--- src/rtl/add64_operand_loader.sv ---
// add64_operand_loader
//   Sequential front end for the 64-bit adder. Two 64-bit operands arrive as
//   eight 16-bit beats (a low-to-high, then b low-to-high). One ADD cycle
//   computes a+b with carry-in 0. The registered sum and carry-out are then
//   held behind a valid/ready handshake.
//
// Optional feature macro: ADD64_OVF_EN
//   When defined, adds the out_ovf port and its register: signed overflow of
//   a+b. It is cleared by reset only.
//
// Ports
//   clk, rst_n        clock, asynchronous active-low reset
//   clr               synchronous abort (partial operands, held result)
//   in_valid/in_ready beat handshake, in_data = 16-bit beat
//   out_valid/out_ready result handshake
//   out_sum, out_cout registered a+b and carry-out of bit 63
//   out_ovf           signed overflow (ADD64_OVF_EN only)
module add64_operand_loader #(
    parameter int BEAT_W = 16
) (
    input  logic              clk,
    input  logic              rst_n,
    input  logic              clr,
    input  logic              in_valid,
    output logic              in_ready,
    input  logic [BEAT_W-1:0] in_data,
    output logic              out_valid,
    input  logic              out_ready,
    output logic [63:0]       out_sum,
    output logic              out_cout
`ifdef ADD64_OVF_EN
    ,
    output logic              out_ovf
`endif
);

    localparam int NUM_BEATS = 128 / BEAT_W;   // 8 beats: 4 for a, 4 for b

    typedef enum logic [1:0] {
        S_LOAD = 2'd0,
        S_ADD  = 2'd1,
        S_HOLD = 2'd2
    } state_t;

    state_t state, state_nxt;
    logic [2:0] cnt;

    // Beat store; beats[3:0] is a and beats[7:4] is b, with the lowest beat
    // in the least significant position, so each half reads directly as a
    // packed 64-bit operand.
    logic [NUM_BEATS-1:0][BEAT_W-1:0] beats;
    logic [63:0] op_a, op_b;
    logic [64:0] sum_w;
    logic        beat_take;

    assign op_a  = beats[NUM_BEATS/2-1:0];
    assign op_b  = beats[NUM_BEATS-1:NUM_BEATS/2];
    assign sum_w = {1'b0, op_a} + {1'b0, op_b};

    // Handshake outputs are decoded from registered state only.
    assign in_ready  = (state == S_LOAD);
    assign out_valid = (state == S_HOLD);

    // clr outranks the beat transfer in the same cycle.
    assign beat_take = in_ready && in_valid && !clr;

    always_comb begin
        state_nxt = state;
        case (state)
            S_LOAD: if (in_valid && cnt == 3'd7) state_nxt = S_ADD;
            S_ADD:  state_nxt = S_HOLD;
            S_HOLD: if (out_ready) state_nxt = S_LOAD;
            default: state_nxt = S_LOAD;
        endcase
        if (clr) state_nxt = S_LOAD;
    end

    always_ff @(posedge clk or negedge rst_n) begin
        if (!rst_n) begin
            state <= S_LOAD;
        end else begin
            state <= state_nxt;
        end
    end

    // Beat counter and operand store. The counter wraps 7->0 on the last beat.
    always_ff @(posedge clk or negedge rst_n) begin
        if (!rst_n) begin
            cnt   <= 3'd0;
            beats <= '0;
        end else if (clr) begin
            cnt   <= 3'd0;
            beats <= '0;
        end else if (beat_take) begin
            cnt        <= cnt + 3'd1;
            beats[cnt] <= in_data;
        end
    end

    // Result register. It is written only in ADD, so it holds through HOLD
    // and keeps its value afterwards. clr does not wipe it; a clr landing on
    // the ADD cycle discards that add.
    always_ff @(posedge clk or negedge rst_n) begin
        if (!rst_n) begin
            out_sum  <= '0;
            out_cout <= 1'b0;
        end else if (state == S_ADD && !clr) begin
            out_sum  <= sum_w[63:0];
            out_cout <= sum_w[64];
        end
    end

`ifdef ADD64_OVF_EN
    // Overflow when the operand signs agree but the result sign differs.
    always_ff @(posedge clk or negedge rst_n) begin
        if (!rst_n) begin
            out_ovf <= 1'b0;
        end else if (state == S_ADD && !clr) begin
            out_ovf <= (op_a[63] == op_b[63]) && (sum_w[63] != op_a[63]);
        end
    end
`endif

endmodule

--- config.mk ---
export PLATFORM = sky130hd
export DESIGN_NAME = add64_operand_loader
export DESIGN_NICKNAME = d
export VERILOG_FILES = /design/src/rtl/add64_operand_loader.sv
export SDC_FILE = /design/constraint.sdc
export NUM_CORES = 1
export LEC_CHECK = 0
export BUFFER_PORTS_ARGS = -buffer_cell sky130_fd_sc_hd__buf_2
export CAP_MARGIN = 20
export CORE_ASPECT_RATIO = 1.75
export CORE_MARGIN = 5
export CORE_UTILIZATION = 40
export DETAILED_ROUTE_END_ITERATION = 16
export RECOVER_POWER = 25
export SLEW_MARGIN = 20
export SYNTH_ARGS = -nofsm -noshare
export SYNTH_HDL_FRONTEND = slang
export SYNTH_SLANG_ARGS = --single-unit
--- constraint.sdc ---
create_clock -name clk -period 8.4 [get_ports clk]
set_input_delay 1.68 -clock clk [delete_from_list [all_inputs] [get_ports clk]]
set_output_delay 1.68 -clock clk [all_outputs]
set_load 0.02 [all_outputs]
; ---- After elaboration in Yosys (flattened, before gate mapping)
; Index checks and enable logic that the tools add are counted.
[totals]
ff_bits = 198
input_bits = 21
output_inout_bits = 67
wordCells = 41
[classes]
add_sub_neg = 2
magnitude_cmp = 2
n_eq_ne = 5
mux = 11
reduce_logical = 9
[op_table]
columns = op, count
row1 = 2-to-1 mux 128 bit, 2
row2 = bitwise mux 128 bit, 1
row3 = adder 64 x 64 -> 65 bit, 1
row4 = demux 16 bit (select 3 bit), 1
row5 = 2-to-1 mux 16 bit, 1
row6 = 2-to-1 mux 2 bit, 3
row7 = 2-to-1 mux 3 bit, 2
row8 = inequality test 3 x 2 -> 1 bit (second input constant), 2
row9 = one-hot mux 2 bit (3 select lines), 1
row10 = logical AND 1 bit, 5
row11 = < comparator 3 x 4 -> 1 bit (second input constant), 1
row12 = adder 3 x 1 -> 3 bit (second input constant), 1
row13 = equality test 3 bit (second input constant), 1
row14 = >= comparator 3 x 1 -> 1 bit (second input constant), 1
row15 = equality test 2 x 1 -> 1 bit (second input constant), 1
row16 = equality test 2 bit (second input constant), 1
row17 = zero test 2 bit, 1
row18 = AND reduction 2 bit, 1
row19 = nonzero test 2 bit, 1
row20 = zero test 1 bit, 1

; ---- Depth between registers and ports, before layout
[logic_depth]
depth_word = 7
mapped_depth = 12
depth_no_buf = 12

; ---- Least setup slack after synthesis
; OpenSTA, ideal clock, no wires.
[synth_path]
kind = in2reg
startpoint = input clr
endpoint = register out_sum[3]
setup_ns = 0.095
arrival_ns = 3.004
required_time_ns = 8.305
path_slack_ns = 5.301
cell_stages = 7
n_path_buf = 4
cell_sequence = clkbuf_1 > or2_2 > clkbuf_1 > clkbuf_1 > buf_1 > nand2_1 > o31ai_1
[synth_via]
elab_chain_cells = 2
[synth_rtl]
columns = element, line
row1 = from (decl), 23  ; input logic clr,
row2 = zero test 1 bit, 107  ; end else if (state == S_ADD && !clr) begin
row3 = logical AND 1 bit, 107
row4 = to (signal assigned), 108  ; out_sum <= sum_w[63:0];
row5 = to (decl), 29  ; output logic [63:0] out_sum,
; Every way passes these cells.
; A chain may end at the register's enable or synchronous reset.

; ---- Worst setup path after layout
[layout_path]
startpoint = input clr
endpoint = register out_sum[61]
; Same word-level chain as after synthesis.

==> flow_metrics.env <==
export IMPL_cp_arrival_ps=5140
export IMPL_hold_slack_ps=470
export IMPL_fp_dieW_um=137
export IMPL_drive_above_1_share_pct=9.17
export IMPL_ys_ff_latch=198
export IMPL_syn_area_per_cell_um2=8.25
export IMPL_vias=9778
export IMPL_p_per_area_nw_per_um2=166
export IMPL_crit_path_start="clr"
export IMPL_yosys_cell_types_count=55
export IMPL_r2r_end="out_sum[59]$_DFFE_PN0P_"
export IMPL_track_usage_pct=21.7
export IMPL_clock_sinks=198
export IMPL_slowest_stage="clkbuf_1"
export IMPL_ios=88
export IMPL_overflow=0
export IMPL_grt_setup_unrepaired="false"
export IMPL_yosys_cell_count_top_type="nand2_1"
export IMPL_regToRegSetupSlack_ps=4740
export IMPL_utilization_pct=44.7
export IMPL_numCtsBuffers=17
export IMPL_grt_start_max_net_pins=112
export IMPL_crit_path_end_kind="register"
export IMPL_layout_nets=1481
export IMPL_die_area_um2=32000
export IMPL_ctsHtreeMaxLevel=4
export IMPL_grt_pass1_wl_um=53600
export IMPL_ys_seq_area_share_pct=43.6
export IMPL_post_cts_buffers=0
export IMPL_grt_antenna_before_repair=0
export IMPL_synth_top_area_cell="dfrtp_1"
export IMPL_syn_instance_count=1376
export IMPL_area_growth_synth_to_final_pct=10.3
export IMPL_initial_utilization_pct=40.6
export IMPL_dr_pass1_iters=5
export IMPL_worst_slew_pin_slew_ps=2470
export IMPL_timing_critical_path_from_type="input port"
export IMPL_cap_violations=1
export IMPL_clockRootBuffer="clkbuf_16"
export IMPL_fp_dieH_um=233
export IMPL_hold_buffers=0
export IMPL_cts_resized=0
export IMPL_crit_end="out_sum[61]$_DFFE_PN0P_"
export IMPL_syn_nets=1464
export IMPL_final_antenna_net_count=0
export IMPL_portBuffers=87
export IMPL_cts_max_path_buffers=2
export IMPL_peakVddDrop_mv=0.145
export IMPL_viasPerCell=5.50
export IMPL_worstPathRequired_ps=8740
export IMPL_min_delay_path_class="register to register"
export IMPL_syn_area_um2=11400
export IMPL_fin_crit_sh_pct=57.1
export IMPL_drc_errors=0
export IMPL_gp_congestion=0.898
export IMPL_power_leakage_nw=5.62
export IMPL_wl_per_cell_um=19.1
export IMPL_yosysWarnings=0
export IMPL_crit_path_cell_trace="clkbuf_1 -> or2_4 -> buf_4 -> o31ai_1 -> a21oi_1 -> o211ai_1"
export IMPL_total_power_mw=2.08
export IMPL_drtIter0Drc=577
export IMPL_diodes=0
export IMPL_path_class="input port to register"
export IMPL_period_minus_slack_ps=4790
export IMPL_clkLatencyLatePin_ps=460
export IMPL_hold_violations=0
export IMPL_fillCellCount=2881
export IMPL_finClkSkew_ps=9.09
export IMPL_synth_edf_count=0
export IMPL_worstReg2RegStart="beats[1]$_DFFE_PN0P_"
export IMPL_fmax_ghz=0.209
export IMPL_synth_area_leaders="dfrtp_1, nand2_1, a21oi_1"
export IMPL_reg2reg_depth=11
export IMPL_cts_clk_slew_worst_paths_ps=70
export IMPL_crit_fanout=83
export IMPL_synth_commonest_cells="nand2_1, a21oi_1, dfrtp_1"
export IMPL_slew_headroom_pct=-64.7
export IMPL_finalSetupViolations=0
export IMPL_hpwl_um=24600
export IMPL_coreArea_um2=28000
export IMPL_num_rows=81
export IMPL_routed_wl_um=34000
export IMPL_cpPeakStageDelay_ps=1720
export IMPL_synth_ff_type="dfrtp_1"
export IMPL_grt_pass1_vias=9785
export IMPL_setup_tns_final_ps=0
export IMPL_async_reset_ff_share_pct=100
export IMPL_drv_slew=53
export IMPL_status="complete, but fails checks"
export IMPL_holdPathStages=2
export IMPL_cts_tree="built"
export IMPL_synth_top_area_share_pct=43.6
export IMPL_failed_checks="capacitance limit, slew limit"
routing by layer:
layer | share of wire, % | track usage (%) | vias to the layer above
li1 | - | - | 4766
met2 | 54 | 39.8 | 213
met4 | 3.4 | 8.49 | 0
met3 | 3.2 | 3.40 | 52
met5 | 0 | 0 | -
met1 | 39 | 24.7 | 4747
logic make-up after synthesis:
family | synth area share (%)
AND/OR/NAND/NOR | 19.7
AO/OA/AOI/OAI | 20.4
XOR/XNOR | 4.55
buffers and inverters | 4.14
adder cells (fa/ha/maj) | 7.45
flip-flops | 43.6
multiplexers | 0.0882
area by class of cell:
class	instances	area [µm²]	share of cell area, %
clock inverters	14	196	1.57
flip-flops and latches	198	4950	39.6
multi-input cells	1071	5940	47.5
inverters	14	52.6	0.420
clock buffers	18	429	3.43
repair buffers	91	473	3.78
well taps	373	467	3.73
sequential cells by signal (all words and copies together) (netlist names):
| signal | count |
|---|---|
| beats | 128 |
| cnt | 3 |
| state | 2 |
| out_cout | 1 |
| out_sum | 64 |
where the power goes:
part / switching (mW) / internal, mW
sequential: 0.0172 / 0.980
clock: 0.398 / 0.502
combinational: 0.134 / 0.0475
cells in the final DEF, fill, tap and decap left out, types with 3 or more instances in the layout:
cell         n
a211oi_1     6
a21o_1      27
a21oi_1    217
a31oi_1      5
and2_1       7
and3_1       8
buf_2       85
buf_4        4
bufinv_16    4
clkbuf_16   17
clkinv_2     3
dfrtp_1    198
ha_1        66
inv_1       14
inv_6        3
nand2_1    385
nand2b_1     7
nand3_1     12
nand4_1     26
nor2_1      48
nor2b_1      7
nor3_1      11
nor4_1       4
o211ai_1     4
o21a_1       7
o21ai_0     88
o21ai_1     18
o21bai_1    13
o31ai_1      9
o32ai_1      3
or4_1        3
xnor2_1     32
xor2_1      27
worst min path at each step:
stage | endpoint | start | slack [ps]
3_5_place_dp | out_sum[57]$_DFFE_PN0P_ | out_sum[57]$_DFFE_PN0P_ | 460
5_1_grt | out_sum[42]$_DFFE_PN0P_ | out_sum[42]$_DFFE_PN0P_ | 500
6_report | out_sum[57]$_DFFE_PN0P_ | out_sum[57]$_DFFE_PN0P_ | 470
2_1_floorplan | beats[100]$_DFFE_PN0P_ | beats[100]$_DFFE_PN0P_ | 510
4_1_cts | out_sum[57]$_DFFE_PN0P_ | out_sum[57]$_DFFE_PN0P_ | 480
3_3_place_gp | out_sum[57]$_DFFE_PN0P_ | out_sum[57]$_DFFE_PN0P_ | 450
per-stage QoR:
step	worst slack [ps]	cells	cell area [µm²]
2_1_floorplan	5300	1376	11400
4_1_cts	4800	1779	12500
3_3_place_gp	4500	1747	11900
3_5_place_dp	4470	1747	11900
6_report	3610	1779	12500
5_1_grt	3310	1779	12500
worst max-delay path: cells and delay by family:
family	cells	cell delay [ps]
AND/OR/NAND/NOR	1	660
AO/OA/AOI/OAI	3	410
buffers and inverters	2	2350
Power figures use the tool's default switching activity.
